`src/rtl/uart_tx_dec.sv`:
```
// Binary-to-decimal ASCII UART transmitter: latches a value, converts it with
// sequential double-dabble and sends its digits MSD first as 8N1 frames.
module uart_tx_dec #(
  parameter int WIDTH        = 8,
  parameter int DIGITS       = 3,
  parameter int CLKS_PER_BIT = 16
) (
  input  logic             clk,
  input  logic             rst_n,
  input  logic             start,
  input  logic [WIDTH-1:0] value,
  output logic             txd,
  output logic             busy,
  output logic             done
);

  localparam int BCD_W  = DIGITS * 4;
  localparam int CONV_W = $clog2(WIDTH + 1);
  localparam int TICK_W = $clog2(CLKS_PER_BIT);
  localparam int DIG_W  = (DIGITS > 1) ? $clog2(DIGITS) : 1;
  localparam logic [CONV_W-1:0] CONV_LAST = CONV_W'(WIDTH - 1);
  localparam logic [TICK_W-1:0] TICK_LAST = TICK_W'(CLKS_PER_BIT - 1);

  typedef enum logic [2:0] {
    IDLE      = 3'd0,
    CONV      = 3'd1,
    LOAD      = 3'd2,
    START_BIT = 3'd3,
    DATA      = 3'd4,
    STOP_BIT  = 3'd5
  } state_t;

  state_t              state_r;
  state_t              state_s;
  logic [WIDTH-1:0]    val_r;
  logic [BCD_W-1:0]    bcd_r;
  logic [CONV_W-1:0]   conv_cnt_r;
  logic [TICK_W-1:0]   tick_r;
  logic [2:0]          bit_idx_r;
  logic [DIG_W-1:0]    dig_idx_r;

  logic                accept_s;
  logic                tick_end_s;
  logic [BCD_W-1:0]    bcd_adj_s;
  logic [BCD_W-1:0]    bcd_next_s;
  logic [3:0]          digit_s;
  logic [7:0]          char_s;
  logic                txd_s;
  logic                busy_s;
  logic                done_s;

  function automatic logic [BCD_W-1:0] bcd_adjust(input logic [BCD_W-1:0] b);
    logic [BCD_W-1:0] r;
    r = b;
    for (int i = 0; i < DIGITS; i++) begin
      if (b[4*i +: 4] >= 4'd5) r[4*i +: 4] = b[4*i +: 4] + 4'd3;
      else                     r[4*i +: 4] = b[4*i +: 4];
    end
    return r;
  endfunction

  // Highest nonzero nibble; an all-zero register yields digit 0 so "0" is sent.
  function automatic logic [DIG_W-1:0] msd_index(input logic [BCD_W-1:0] b);
    logic [DIG_W-1:0] idx;
    idx = '0;
    for (int i = 0; i < DIGITS; i++) begin
      if (b[4*i +: 4] != 4'd0) idx = DIG_W'(i);
      else                     idx = idx;
    end
    return idx;
  endfunction

  // Request qualification, conversion step and current character.
  always_comb begin
    accept_s   = (state_r == IDLE) && start && !busy;
    tick_end_s = (tick_r == TICK_LAST);
    bcd_adj_s  = bcd_adjust(bcd_r);
    bcd_next_s = (bcd_adj_s << 1) | {{(BCD_W-1){1'b0}}, val_r[WIDTH-1]};
    digit_s    = bcd_r[4*int'(dig_idx_r) +: 4];
    char_s     = 8'h30 + {4'd0, digit_s};
  end

  // State register.
  always_ff @(posedge clk or negedge rst_n) begin
    if (!rst_n) state_r <= IDLE;
    else        state_r <= state_s;
  end

  // Next state and the values the output flops take on the coming edge.
  always_comb begin
    state_s = state_r;
    txd_s   = 1'b1;
    busy_s  = 1'b1;
    done_s  = 1'b0;
    case (state_r)
      IDLE: begin
        busy_s = accept_s;
        done_s = busy;
        if (accept_s) state_s = CONV;
        else          state_s = IDLE;
      end
      CONV: begin
        if (conv_cnt_r == CONV_LAST) state_s = LOAD;
        else                         state_s = CONV;
      end
      LOAD: state_s = START_BIT;
      START_BIT: begin
        txd_s = 1'b0;
        if (tick_end_s) state_s = DATA;
        else            state_s = START_BIT;
      end
      DATA: begin
        txd_s = char_s[bit_idx_r];
        if (tick_end_s && (bit_idx_r == 3'd7)) state_s = STOP_BIT;
        else                                   state_s = DATA;
      end
      STOP_BIT: begin
        if (tick_end_s && (dig_idx_r != '0)) state_s = START_BIT;
        else if (tick_end_s)                 state_s = IDLE;
        else                                 state_s = STOP_BIT;
      end
      default: begin
        state_s = IDLE;
        busy_s  = 1'b0;
      end
    endcase
  end

  // Outputs are flops one cycle behind the state, so the line never glitches.
  always_ff @(posedge clk or negedge rst_n) begin
    if (!rst_n) begin
      txd  <= 1'b1;
      busy <= 1'b0;
      done <= 1'b0;
    end else begin
      txd  <= txd_s;
      busy <= busy_s;
      done <= done_s;
    end
  end

  // Conversion datapath, bit timing and digit sequencing.
  always_ff @(posedge clk or negedge rst_n) begin
    if (!rst_n) begin
      val_r      <= '0;
      bcd_r      <= '0;
      conv_cnt_r <= '0;
      tick_r     <= '0;
      bit_idx_r  <= 3'd0;
      dig_idx_r  <= '0;
    end else begin
      case (state_r)
        IDLE: begin
          tick_r    <= '0;
          bit_idx_r <= 3'd0;
          if (accept_s) begin
            val_r      <= value;
            bcd_r      <= '0;
            conv_cnt_r <= '0;
          end
        end
        CONV: begin
          bcd_r      <= bcd_next_s;
          val_r      <= val_r << 1;
          conv_cnt_r <= conv_cnt_r + CONV_W'(1);
        end
        LOAD: begin
          dig_idx_r <= msd_index(bcd_r);
          tick_r    <= '0;
          bit_idx_r <= 3'd0;
        end
        START_BIT: begin
          tick_r <= tick_end_s ? '0 : tick_r + TICK_W'(1);
        end
        DATA: begin
          tick_r <= tick_end_s ? '0 : tick_r + TICK_W'(1);
          if (tick_end_s) bit_idx_r <= bit_idx_r + 3'd1;
        end
        STOP_BIT: begin
          tick_r <= tick_end_s ? '0 : tick_r + TICK_W'(1);
          if (tick_end_s && (dig_idx_r != '0)) dig_idx_r <= dig_idx_r - DIG_W'(1);
        end
        default: begin
          tick_r    <= '0;
          bit_idx_r <= 3'd0;
        end
      endcase
    end
  end

endmodule

```
`config.mk`:
```
export PLATFORM = sky130hd
export DESIGN_NAME = uart_tx_dec
export DESIGN_NICKNAME = d
export VERILOG_FILES = /design/src/rtl/uart_tx_dec.sv
export SDC_FILE = /design/constraint.sdc
export NUM_CORES = 1
export LEC_CHECK = 0
export CAP_MARGIN = 5
export CORE_MARGIN = 2
export CORE_UTILIZATION = 59
export CTS_BUF_LIST = sky130_fd_sc_hd__clkbuf_4 sky130_fd_sc_hd__clkbuf_8 sky130_fd_sc_hd__clkbuf_16
export CTS_CLUSTER_SIZE = 24
export DETAILED_ROUTE_END_ITERATION = 8
export MAX_ROUTING_LAYER = met4
export PLACE_DENSITY = 0.89
export REMOVE_ABC_BUFFERS = 1
export SLEW_MARGIN = 20
export SYNTH_ARGS = -nofsm -noshare
export SYNTH_HDL_FRONTEND = slang
export SYNTH_SLANG_ARGS = --single-unit
```
`constraint.sdc`:
```
create_clock -name clk -period 2.05 [get_ports clk]
set_input_delay 0.615 -clock clk [delete_from_list [all_inputs] [get_ports clk]]
set_output_delay 0.615 -clock clk [all_outputs]
set_load 0.02 [all_outputs]
```
Yosys cells after proc, flatten, opt, wreduce, memory -nomap -nowiden
Cells that the tools add are included.

$add $sub $neg: 8. Magnitude comparators: 4. Equality and inequality tests: 11. Shift-type cells: 1. Muxes and demuxes: 29. Bitwise operators: 2. Reduce and logical (&&, ||, !) cells: 17.

Operators by type and width (number): case mux 12 bit (2 select lines) (1); case mux 3 bit (6 select lines) (1); two-way mux 4 bit (4); case mux 4 bit (2 select lines) (2); case mux 8 bit (2 select lines) (1); two-way mux 3 bit (5); >= comparator 4 x 3 -> 1 bit, second input constant (3); two-way mux 12 bit (1); bitwise OR 12 x 1 -> 12 bit (1); indexed part select 12 x 5 -> 4 bit (1); equality test 3 bit, second input constant (3); adder 4 x 1 -> 4 bit, second input constant (2); adder 4 x 2 -> 4 bit, second input constant (2); two-way mux 8 bit (1); nonzero test 4 bit (2); adder 6 x 4 -> 7 bit, first input constant (1); equality test 3 x 2 -> 1 bit, second input constant (2); two-way mux 2 bit (3); != test 2 bit, second input constant (3); case mux 3 bit (2 select lines) (1); AND reduction 2 bit (3); nonzero test 2 bit (3); OR reduction 3 bit (2); two-way mux 1 bit (5); other kinds (15) (19).

Register bits after elaboration: 39. Logic and storage cells: 82.

Depth between registers and ports, before layout
Depth after elaboration: 5. Depth in mapped cells: 6. Depth with buffers taken out: 6.

Least setup slack after synthesis
OpenSTA, ideal clock, no wires.

Path kind: reg2reg. Start point: register tick_r[0]. End point: register dig_idx_r[0]. Arrival time: 1.590 ns. Required time: 1.963 ns. Slack: 0.373 ns. Stages on the path, launching flop included: 6. Buffers on the path: 0. Cell sequence: dfrtp_1 ha_1 nand4_2 o32a_4 or3_1 o211ai_1.

Cells in the longest elaborated chain, start to end: 4.

Ends and longest elaborated chain: start: declaration (line 38) `logic [TICK_W-1:0] tick_r;`; start signal: assignment (line 173) `tick_r <= tick_end_s ? '0 : tick_r + TICK_W'(1);`; start signal: assignment (line 176) `tick_r <= tick_end_s ? '0 : tick_r + TICK_W'(1);`; start signal: assignment (line 180) `tick_r <= tick_end_s ? '0 : tick_r + TICK_W'(1);`; equality test 4 bit (line 76) `tick_end_s = (tick_r == TICK_LAST);`; logical AND 1 bit (line 181) `if (tick_end_s && (dig_idx_r != '0)) dig_idx_r <= dig_idx_r - DIG_W'(1);`; != test 2 bit (no line); AND reduction 2 bit (no line); end signal: assignment (line 168) `dig_idx_r <= msd_index(bcd_r);`; end signal: assignment (line 181); end: declaration (line 40) `logic [DIG_W-1:0] dig_idx_r;`.

No other way between the ends. A chain may end at the register's enable or synchronous reset.

Final worst setup path
Start point: register txd. End point: output txd.

RTL lines: start: declaration (line 12) `output logic txd,`; start signal: assignment (line 136) `txd <= txd_s;`.

No word-level cell between the ends.

==> results.tsv <==
metric	value	unit
largest net degree at the start of global routing	38	
clock root cell	clkbuf_8	
Synth area leader	dfrtp_1	
most instantiated cells after synthesis	38 x dfrtp_1, 30 x nand2_1, 17 x a21oi_1	
initial antenna violation count	0	
Setup-failing EPs final	0	
Routed wire per std cell	15.7	um
CTS tree	yes	
ys async rst share	100	%
Final Cycle Share	98.1	%
1st-pass router iterations	4	
fin cells	310	
Die Height	66.8	um
Iter 0 DRT Violations	187	
Logic pwr share	22.0	%
clk_skew	0.00572	ns
synthesized area per cell	9.37	um^2
vias in the first global route	1918	
critical path class	register to primary output	
fmax	0.497	GHz
max-slew violation count	0	
worst vdd ir	585	uV
Hold Buf Count CTS	0	
DP Area	2520	um^2
adder-cell share of the synthesized area	7.00	%
critical path arrival	1.40	ns
P&R area growth vs syn	13.6	%
most frequent cell after synthesis	dfrtp_1	
drt via density	6.27	
layout cells sized above 1	9.92	%
critical path's slowest cell	clkdlybuf4s50_1	
Synth Area in Compound Gates	20.9	%
Syn Inst Count	248	
IO Port Bufs	13	
Design Area, Final	2640	um^2
startpoint types	register	
grt ovf	0	
Top Family by Delay on Critical Path	buffers and inverters	
FF-to-FF path depth	5	
worst slack, placed	0.0620	ns
CP max stage delay	0.59	ns
Clk pwr share	32.3	%
DIE AREA	4460	um^2
DR DRC count	0	
initial core utilization	62.5	%
min Tclk post-route	2.01	ns
die width	66.8	um
Setup crit end kind	primary output	
clk_lat worst skew	0.30	ns
layout net count	285	
post-CTS resize count	0	
post-synthesis xor/xnor area fraction	1.88	%
max_cap viols	0	
P_sw	0.000606	W
top-area cell type share of the netlist area	40.9	%
sequential share of the synthesized area	42.1	%
CP Buf/Inv Count	1	
switching share of power	29.5	%
clk buf depth	2	
Pwr Density	779	nW/um^2
Cell variety after synth	50	
Slew @ Worst Pin	0.487	ns
gr usage total	26.2	%
clk sink count	39	
first-pass GRT wire length	8.54	mm
Leak Pwr	1.19	nW
RSZ-0062 raised after global routing	no	
ys flop type	dfrtp_1	
post-synthesis mux area share	5.82	%
I/O pins	14	
flop2flop setup slack	0.13	ns
Worst-path clk slew	0.08	ns
Final Hold Viols	0	
H-tree levels	2	
number of diodes	0	
critical path, cell by cell	clkdlybuf4s50_1	
RR Endpoint	dig_idx_r[0]	
Placed Cells	302	
Num CTS Buffers	5	
Simple-Gate Fraction of Synth Area	17.3	%
HPWL Detailed	3.33	mm
Syn Std Cell Area	2320	um^2
CP Max Fanout	1	
Post-synth EDFFs	0	
routed wire length	4.86	mm
cell internal pwr	0.00145	W
row count	22	
Seq pwr share	45.7	%
Final WS setup	0.0387	ns
Relative slew margins	67.5	%
fillers	269	
CORE AREA	3720	um^2
Tightest Hold Check Type	primary input to async pin	
flops & latches, synth	39	
routability cong.	0.810	
via total after detailed routing	1944	
Routed Antenna Nets	0	
Levels on crit path	1	
Worst EP required	1.43	ns
largest family of logic cells by synthesized area	compound AO/OA/AOI/OAI gates	
leading cell types by total area after synthesis	dfrtp_1 41%, ha_1 7.0%, nand2_1 4.8%	
Post-CTS Setup Bufs	0	
Final Power	0.00205	W
r2r startpoint	tick_r[0]	
status	finished, final reports clean	
YS warnings	0	
## power groups by stage
stage,Combinational (W),Sequential [W],Clock (W)
2_1_floorplan,0.000330,0.000940,0
3_3_place_gp,0.000432,0.000946,0
3_5_place_dp,0.000452,0.000950,0
4_1_cts,0.000456,0.000937,0.000676
5_1_grt,0.000523,0.000953,0.000720
6_report,0.000452,0.000938,0.000664
## registers in the layout (all words and copies together) (netlist names)
register	flops
bcd_r	12
bit_idx_r	3
busy	1
conv_cnt_r	4
dig_idx_r	2
done	1
state_r	3
tick_r	4
txd	1
val_r	8
## worst max-delay path by stage
stage	from	slack [ns]	to
after global placement	start	0.10	state_r[0]
after CTS	txd	0.03	txd
after floorplan	state_r[0]	-0.07	bcd_r[11]
after detailed placement	start	0.06	conv_cnt_r[3]
final	txd	0.04	txd
after global routing	txd	0.009	txd
## layout make-up
cell class                      instances  area, um^2  share of cell area [%]
Clock inverter                          3        47.5                    1.80
Timing Repair Buffer                   21         210                    7.97
Inverter                               12        45.0                    1.71
Multi-Input combinational cell        182        1230                    46.6
Sequential cell                        39         977                    37.0
Clock buffer                            5        68.8                    2.61
Tap cell                               48        60.1                    2.28
## layer usage
metal | wire length [um] | track usage, % | vias up | part of all wire, %
li1 | - | - | 929 | -
met1 | 2040 | 31.2 | 946 | 42
met2 | 2440 | 43.1 | 56 | 50
met3 | 248 | 5.91 | 13 | 5.1
met4 | 128 | 10.7 | 0 | 2.6
met5 | 0 | - | - | 0
## placed cells by master (no fill, tap or decap), types with 4 or more instances in the layout
master	Yosys	layout
o211ai_1	5	5
inv_1	11	11
nor2_1	15	15
o21ai_0	10	10
nor3_1	4	4
o31ai_1	4	4
ha_1	13	13
a31oi_1	9	9
a21oi_1	17	17
dfrtp_1	38	38
nand2b_1	10	10
clkbuf_8	0	5
mux2i_1	9	9
nand4_1	4	4
o22ai_1	8	8
clkdlybuf4s50_1	0	12
buf_4	1	6
nand2_1	30	30
## cells by family (layout without fill, tap and decap cells)
| logic type | after synthesis | count (layout) |
|---|---|---|
| XOR/XNOR | 5 | 5 |
| adder cells (fa/ha/maj) | 13 | 13 |
| buffers and inverters | 27 | 41 |
| AND/OR/NAND/NOR | 80 | 80 |
| multiplexers | 12 | 12 |
| flip-flops | 39 | 39 |
| AO/OA/AOI/OAI | 72 | 72 |
## per-stage QoR
stage	utilization [%]	setup TNS [ns]	hold WS, ns
final	71.0	0	0.245
after global routing	71.0	0	0.268
after CTS	71.0	0	0.260
after detailed placement	67.9	0	0.474
after global placement	67.9	0	0.458
after floorplan	-	-0.263	0.319
(Power assumes the default switching activity.)
